===== src/rtl/btb_array.sv =====
// Four-way set-associative branch target buffer. Fetch lookups are registered;
// resolved-taken updates go through a two-state write FSM with tree pseudo-LRU replacement.
//
// state | meaning
// IDLE  | accepting an update (update_ready=1)
// WRITE | captured update is written into its set at the end of this cycle
module btb_array #(
  parameter int b_sets = 3,
  parameter int way    = 4
) (
  input  logic        clk,
  input  logic        rst,
  input  logic        flush,
  input  logic        lookup_valid,
  input  logic [31:0] lookup_pc,
  output logic        lookup_hit,
  output logic [1:0]  lookup_way,
  output logic [31:0] lookup_target,
  input  logic        update_valid,
  input  logic [31:0] update_pc,
  input  logic [31:0] update_target,
  output logic        update_ready
);
  localparam int n_sets = 1 << b_sets;
  localparam int tag_w  = 32 - b_sets - 2;

  typedef enum logic {IDLE, WRITE} state_t;
  state_t state;

  logic             valid_q [n_sets][way];
  logic [tag_w-1:0] tag_q   [n_sets][way];
  logic [31:0]      tgt_q   [n_sets][way];
  logic [2:0]       plru_q  [n_sets];
  logic [2:0]       plru_d  [n_sets];

  logic [31:2] up_pc_q;
  logic [31:0] up_tgt_q;

  logic [b_sets-1:0] l_idx, w_idx;
  logic [tag_w-1:0]  l_tag, w_tag;
  logic              unused_pc_lsbs;

  assign l_idx = lookup_pc[b_sets+1:2];
  assign l_tag = lookup_pc[31:b_sets+2];
  assign w_idx = up_pc_q[b_sets+1:2];
  assign w_tag = up_pc_q[31:b_sets+2];
  assign unused_pc_lsbs = ^{lookup_pc[1:0], update_pc[1:0]};

  function automatic logic [2:0] touch(input logic [2:0] p, input logic [1:0] w);
    logic [2:0] r;
    r    = p;
    r[0] = w[1];
    if (w[1]) r[2] = w[0];
    else      r[1] = w[0];
    return r;
  endfunction

  logic        l_hit;
  logic [1:0]  l_way;
  logic [31:0] l_tgt;

  always_comb begin
    l_hit = 1'b0;
    l_way = '0;
    l_tgt = '0;
    for (int w = 0; w < way; w++) begin
      if (valid_q[l_idx][w] && tag_q[l_idx][w] == l_tag) begin
        l_hit = 1'b1;
        l_way = 2'(w);
        l_tgt = tgt_q[l_idx][w];
      end
    end
  end

  logic       w_match, w_free;
  logic [1:0] w_match_way, w_free_way, w_victim, w_way;

  // Descending scan so the lowest-numbered invalid way is the one kept.
  always_comb begin
    w_match     = 1'b0;
    w_match_way = '0;
    w_free      = 1'b0;
    w_free_way  = '0;
    w_victim    = '0;
    for (int w = way - 1; w >= 0; w--) begin
      if (!valid_q[w_idx][w]) begin
        w_free     = 1'b1;
        w_free_way = 2'(w);
      end
      if (valid_q[w_idx][w] && tag_q[w_idx][w] == w_tag) begin
        w_match     = 1'b1;
        w_match_way = 2'(w);
      end
    end
    if (plru_q[w_idx][0]) w_victim = plru_q[w_idx][1] ? 2'd0 : 2'd1;
    else                  w_victim = plru_q[w_idx][2] ? 2'd2 : 2'd3;
    w_way = w_match ? w_match_way : (w_free ? w_free_way : w_victim);
  end

  // Lookup touch first, write touch second, so write bits win within a set.
  always_comb begin
    for (int s = 0; s < n_sets; s++) begin
      plru_d[s] = plru_q[s];
      if (lookup_valid && l_hit && l_idx == b_sets'(s))
        plru_d[s] = touch(plru_d[s], l_way);
      if (state == WRITE && w_idx == b_sets'(s))
        plru_d[s] = touch(plru_d[s], w_way);
    end
  end

  always_ff @(posedge clk or posedge rst) begin
    if (rst) begin
      for (int s = 0; s < n_sets; s++) begin
        plru_q[s] <= '0;
        for (int w = 0; w < way; w++) valid_q[s][w] <= 1'b0;
      end
    end else if (flush) begin
      for (int s = 0; s < n_sets; s++) begin
        plru_q[s] <= '0;
        for (int w = 0; w < way; w++) valid_q[s][w] <= 1'b0;
      end
    end else begin
      for (int s = 0; s < n_sets; s++) plru_q[s] <= plru_d[s];
      if (state == WRITE) valid_q[w_idx][w_way] <= 1'b1;
    end
  end

  always_ff @(posedge clk) begin
    if (state == WRITE && !flush) begin
      tag_q[w_idx][w_way] <= w_tag;
      tgt_q[w_idx][w_way] <= up_tgt_q;
    end
  end

  always_ff @(posedge clk or posedge rst) begin
    if (rst) begin
      state         <= IDLE;
      update_ready  <= 1'b1;
      up_pc_q       <= '0;
      up_tgt_q      <= '0;
      lookup_hit    <= 1'b0;
      lookup_way    <= '0;
      lookup_target <= '0;
    end else begin
      if (flush || !lookup_valid) begin
        lookup_hit    <= 1'b0;
        lookup_way    <= '0;
        lookup_target <= '0;
      end else begin
        lookup_hit    <= l_hit;
        lookup_way    <= l_way;
        lookup_target <= l_tgt;
      end
      if (flush) begin
        state        <= IDLE;
        update_ready <= 1'b1;
      end else begin
        case (state)
          IDLE: begin
            if (update_valid) begin
              up_pc_q      <= update_pc[31:2];
              up_tgt_q     <= update_target;
              state        <= WRITE;
              update_ready <= 1'b0;
            end
          end
          WRITE: begin
            state        <= IDLE;
            update_ready <= 1'b1;
          end
          default: begin
            state        <= IDLE;
            update_ready <= 1'b1;
          end
        endcase
      end
    end
  end
endmodule


===== config.mk =====
export PLATFORM = sky130hd
export DESIGN_NAME = btb_array
export DESIGN_NICKNAME = d
export VERILOG_FILES = /design/src/rtl/btb_array.sv
export SDC_FILE = /design/constraint.sdc
export NUM_CORES = 2
export LEC_CHECK = 0
export BUFFER_PORTS_ARGS = -buffer_cell sky130_fd_sc_hd__buf_2
export CAP_MARGIN = 20
export CELL_PAD_IN_SITES_DETAIL_PLACEMENT = 0
export CELL_PAD_IN_SITES_GLOBAL_PLACEMENT = 1
export CORE_AREA = 2 2 447 449
export DETAILED_ROUTE_END_ITERATION = 8
export DIE_AREA = 0 0 449 451
export GPL_ROUTABILITY_DRIVEN = 0
export PLACE_DENSITY_LB_ADDON = 0.1
export SYNTH_ARGS = -nofsm -noshare
export SYNTH_HDL_FRONTEND = slang
export SYNTH_SLANG_ARGS = --single-unit

===== constraint.sdc =====
create_clock -name clk -period 10.8 [get_ports clk]
set_clock_uncertainty 0.2 [all_clocks]
set_input_delay 2.7 -clock clk [delete_from_list [all_inputs] [get_ports clk]]
set_output_delay 2.7 -clock clk [all_outputs]
set_load 0.03 [all_outputs]

# Word level (Yosys, flattened, before mapping)
# Memory sizes are Yosys's and may differ from the RTL's.
# Index checks and enable logic that the tools add are counted.
# W data, S select, Z words.
[word_totals]
reg_bits = 155
ramBits = 1888
in_bits = 101
output_inout_bits = 36
word_cells = 246
mem_count = 2
[memory_table]
columns = ["name", "words", "word_bits", "read_ports", "rd_ports_with_merged_regs", "wr", "line", "source"]
rows = [
  ["tgt_q", 8, 128, 1, 0, 1, "32", "logic [31:0] tgt_q [n_sets][way];"],
  ["tag_q", 8, 108, 2, 0, 1, "31", "logic [tag_w-1:0] tag_q [n_sets][way];"],
]
[op_classes]
n_lt_le_gt_ge = 5
n_eq_ne = 23
muxes = 112
bitwise_logic = 6
reduce_logical = 43
[op_table]
columns = ["cell", "n"]
rows = [
  ["$mux W32", 8],
  ["$eq A27 B27 Y1", 8],
  ["$mux W128", 1],
  ["$mux W108", 1],
  ["$demux W32 S2", 1],
  ["$demux W27 S2", 1],
  ["$mux W1", 54],
  ["$mux W3", 18],
  ["$or A32 B32 Y32", 1],
  ["$logic_and A1 B1 Y1", 28],
  ["$mux W2", 14],
  ["$mux W27", 1],
  ["$bmux W4 S3", 2],
  ["$eq A3 B3 Y1 const B", 8],
  ["$mux W24", 1],
  ["$reduce_bool A3 Y1", 8],
  ["$mux W4", 5],
  ["$demux W4 S3", 1],
  ["$eq A3 B2 Y1 const B", 4],
  ["$bmux W3 S3", 1],
  ["$ge A4 B4 Y1 const B", 2],
  ["$not A3 Y4", 2],
  ["$eq A3 B1 Y1 const B", 2],
  ["$logic_not A3 Y1", 2],
  ["other kinds (12)", 15],
]

# Longest topological paths before layout
[logic_depth]
depth_word = 20
ltp_mapped = 20
depth_no_buf = 10

# Worst setup path before layout
# No wires, ideal clock.
[synth_path]
path_type = "reg-to-reg"
start = "reg up_pc_q[4] (netlist bit)"
end = "mem tag_q[5][54] (netlist bit) (enable)"
t_arrival_ps = 7482
required_time_ps = 10035
setup_slack_ps = 2554
stages_incl_launch_ff = 13
path_buffers = 4
synth_period_minus_slack_ps = 8246
cell_sequence = "dfrtp_1 > buf_4 > buf_2 > buf_2 > buf_1 > mux4_2 > mux2i_1 > mux2_2 > o21ai_1 > o31a_1 > nand2b_1 > o32ai_1 > nor3b_1"
[synth_via]
elab_chain_cells = 16
[synth_lines]
columns = ["element", "line", "source"]
rows = [
  ["start: declaration", "36", "logic [31:2] up_pc_q;"],
  ["start signal: assignment", "161", "up_pc_q <= update_pc[31:2];"],
  ["parallel branches: the longest is 16 deep, another holds $mem_v2 Z8 W108", "-", ""],
  ["end: declaration", "31", ""],
]
# Several ways; the timed one is not identified. The select of a mux whose other input is x is not followed.

# Worst setup path in the final report
[layout_path]
start = "in lookup_pc[3]"
end = "reg plru_q[1] (netlist bit)"
[layout_via]
elab_chain_cells = 15
[layout_lines]
columns = ["element", "line", "source"]
rows = [
  ["start: declaration", "15", "input logic [31:0] lookup_pc,"],
  ["parallel branches: the longest is 11 deep, another holds $mem_v2 Z8 W108", "-", ""],
  ["$mux W3 *", "104", "if (lookup_valid && l_hit && l_idx == b_sets'(s))"],
  ["$mux W1", "53", "if (w[1]) r[2] = w[0];"],
  ["$mux W3 *", "106", "if (state == WRITE && w_idx == b_sets'(s))"],
  ["$mux W24 *", "117", "end else if (flush) begin"],
  ["end signal: indexed assignment", "114", "plru_q[s] <= '0;"],
  ["end signal: indexed assignment", "119", "plru_q[s] <= '0;"],
  ["end: declaration", "33", "logic [2:0] plru_q [n_sets];"],
]
# Every way passes the cells marked *. The select of a mux whose other input is x is not followed.
# A chain may end at the register's enable or synchronous reset.

==> flow_metrics.env <==
export IMPL_status="completed"
export IMPL_antenna_left=0
export IMPL_fin_crit_sh_pct=70.1
export IMPL_crit_fanout=83
export IMPL_critPathSlowestCell="buf_4"
export IMPL_worst_setup_path_start_kind="input pin"
export IMPL_grt_start_max_net_pins=85
export IMPL_clk_transition_reported_paths_ns=0.06
export IMPL_drt_pass1_iter_count=5
export IMPL_grt_ovfl_total=0
export IMPL_die_y_um=451
export IMPL_drt_total_wl_um=287000
export IMPL_crit_required_ns=11.35
export IMPL_fin_ws_ns=3.23
export IMPL_worst_pin_slew_ns=1.29
export IMPL_cts_buffers=215
export IMPL_routedWlPerCell_um=36.6
export IMPL_clockBufferDepth=3
export IMPL_max_stage_delay_ns=0.75
export IMPL_dpl_hpwl_um=166000
export IMPL_drv_cap=0
export IMPL_clock_latency_ns=0.89
export IMPL_start_util_pct=44.6
export IMPL_synth_cells=4829
export IMPL_die_w_um=449
export IMPL_seq_area_sq_mm=0.0606
export IMPL_post_route_min_period_ns=7.57
export IMPL_vias=49400
export IMPL_cp_data_arrival_time_ns=8.12
export IMPL_cp_end_kind="flip-flop"
export IMPL_yosysTopAreaCell="edfxtp_1"
export IMPL_yosysMostFrequentCell="edfxtp_1"
export IMPL_cts_hold_buf=0
export IMPL_fp_coreArea_sq_mm=0.198
export IMPL_hold_class="flip-flop to flip-flop"
export IMPL_grt_antenna_before_repair=10
export IMPL_grt_pass1_wl_um=399000
export IMPL_finalSetupViolCount=0
export IMPL_synth_distinct_cells=87
export IMPL_area_growth_pct=12.5
export IMPL_portBuffers=132
export IMPL_critPathKind="input pin to flip-flop"
export IMPL_final_cells=7859
export IMPL_clock_tree_root_cell="clkbuf_16"
export IMPL_multi_input_area_sq_mm=0.0262
export IMPL_yosysWarnings=0
export IMPL_post_cts_resized=0
export IMPL_final_layout_size_suffix_gt1_share_pct=26.8
export IMPL_viasPerCell=6.29
export IMPL_dp_cells=7451
export IMPL_path_cells="buf_8 > buf_4 > mux4_2 > o21ai_0 > xnor2_1 > nand3_1 > nor3_1 > nand4_1 > buf_12 > nand2_1 > o31ai_1 > a311oi_1"
export IMPL_ys_seq_area_share_pct=68.5
export IMPL_clkSinkCount=2043
export IMPL_synth_top_flop_cell="edfxtp_1"
export IMPL_grt_pass1_vias=49700
export IMPL_netlist_area_sq_mm=0.0885
export IMPL_setup_tns_ns=0
export IMPL_drt_iter0_drc=5418
export IMPL_cts_max_level=4
export IMPL_max_freq_mhz=132
export IMPL_n_fill_cell=16400
export IMPL_avgSynthCellArea_sq_um=18.3
export IMPL_critPathTopFamily="simple AND/OR/NAND/NOR gates"
export IMPL_peakVddDrop_uv=150
export IMPL_synth_area_leaders="edfxtp_1, mux4_2, dfrtp_1"
export IMPL_rsz0062_at_grt="false"
export IMPL_whs_ns=0.286
export IMPL_synth_nets=4930
export IMPL_die_area_sq_mm=0.202
export IMPL_leakage_nw=32.7
export IMPL_synth_enable_flop_cells=1888
export IMPL_synthTopCellsByCount="edfxtp_1, mux4_2, mux2i_1"
export IMPL_slew_headroom_pct=13.7
export IMPL_grt_use_total_pct=28.2
export IMPL_synth_async_sr_flop_share_pct=7.59
export IMPL_drc=0
export IMPL_nets=5116
export IMPL_cts_setup_buffers=0
export IMPL_synth_seq_cells=2043
export IMPL_cp_num_buf_inv=3
export IMPL_powerDensity_mw_per_mm2=189
export IMPL_io_pins=137
export IMPL_pre_cts_ws_ns=2.37
export IMPL_hold_violations=0
export IMPL_rows=164
export IMPL_synth_top_area_share_pct=64.1
export IMPL_slew_violations=0
export IMPL_cts_tree="done"
[area by class of cell]
cell class                      instances  area share (%)
Antenna cell                            2         0.00503
Clock buffer                          296            5.88
Tap cell                             2656            3.34
Timing Repair Buffer                  321            2.36
Multi-Input combinational cell       2408            26.3
Sequential cell                      2043            60.9
Clock inverter                        107            1.07
Inverter                               26           0.121
[report_power, final]
group	switching (mW)	leakage [nW]	internal (mW)	total, mW
registers	0.238	19.0	9.03	9.27
clock network	3.11	3.37	4.18	7.29
logic	1.45	10.3	0.776	2.22
[worst register-to-register path: stages, from the launching register on]
cell	delay, ns
dfrtp_4	0.91
buf_4	0.55
buf_4	0.46
mux2i_1	0.30
a22o_1	0.15
a221oi_1	0.06
xnor2_1	0.78
and3_1	0.29
nand4b_1	0.10
nor4_1	0.58
a21oi_1	0.17
nand2b_1	0.19
buf_4	0.28
nor2_4	0.79
buf_4	0.84
[routing by layer]
layer,track usage (%),wire length (um),vias to the layer above
li1,-,-,20300
met1,38.0,118000,26800
met2,46.6,140000,1882
met3,3.70,17000,460
met4,11.2,12100,4
met5,0,25,-
[cell usage in the layout (no fill, tap or decap), drive strengths merged, types with 14 or more instances in the layout]
cell     count
xnor2      154
inv         30
a22oi       44
o21ai       43
nand2      208
nand3b      36
o2bb2ai     14
nor4        24
o221ai      64
dfrtp      154
a221oi      25
mux2       210
nor2b       32
a22o        18
o22ai      118
a211oi      39
xor2        46
a31oi       38
mux4       508
edfxtp    1888
nor3        20
clkbuf     296
nand4       24
nand2b      15
mux2i      326
nor2       120
nand3       25
clkinv      85
bufinv      17
buf        321
a21oi       77
[state kept, by name, summed over array words and instances, names as in the netlist]
register / cells
lookup_hit: 1
lookup_way: 2
tag_q: 864
valid_q: 32
plru_q: 24
state: 1
lookup_target: 32
up_pc_q: 30
up_tgt_q: 32
update_ready: 1
tgt_q: 1024
[kinds of logic (layout without fill, tap and decap cells)]
family,after synthesis,count (layout),share of synthesized area (%)
other,0,2,0
buffers and inverters,378,750,2.20
xor gates and xnor gates,200,200,1.98
muxes,1044,1044,19.3
AOI/OAI and AO/OA,592,592,4.82
DFF,2043,2043,68.5
and+or+nand+nor,572,572,3.22
[stage by stage]
step           util [%]  cell area (sq um)  power (mW)
2_1_floorplan         -              88500        10.7
3_3_place_gp       46.6              92400        11.6
3_5_place_dp       46.7              92500        11.6
4_1_cts            50.2              99400        18.9
5_1_grt            50.2              99500        19.3
6_report           50.2              99500        18.8
[final timing paths]
| path | start | end | slack [ns] | cells past startpoint |
|---|---|---|---|---|
| worst max-delay path | lookup_pc[3] | plru_q[1] | 3.23 | 12 |
| worst min-delay path | update_ready | update_ready | 0.29 | 2 |
| worst max register to register | up_pc_q[4] | tgt_q[2][37] | 3.52 | 14 |
| worst min register to register | update_ready | update_ready | 0.29 | 2 |
| max in group asynchronous | rst | lookup_target[8] | 7.30 | 3 |
| min in group asynchronous | rst | up_pc_q[12] | 1.71 | 2 |
Note: power is estimated with default switching activity, not from simulation.
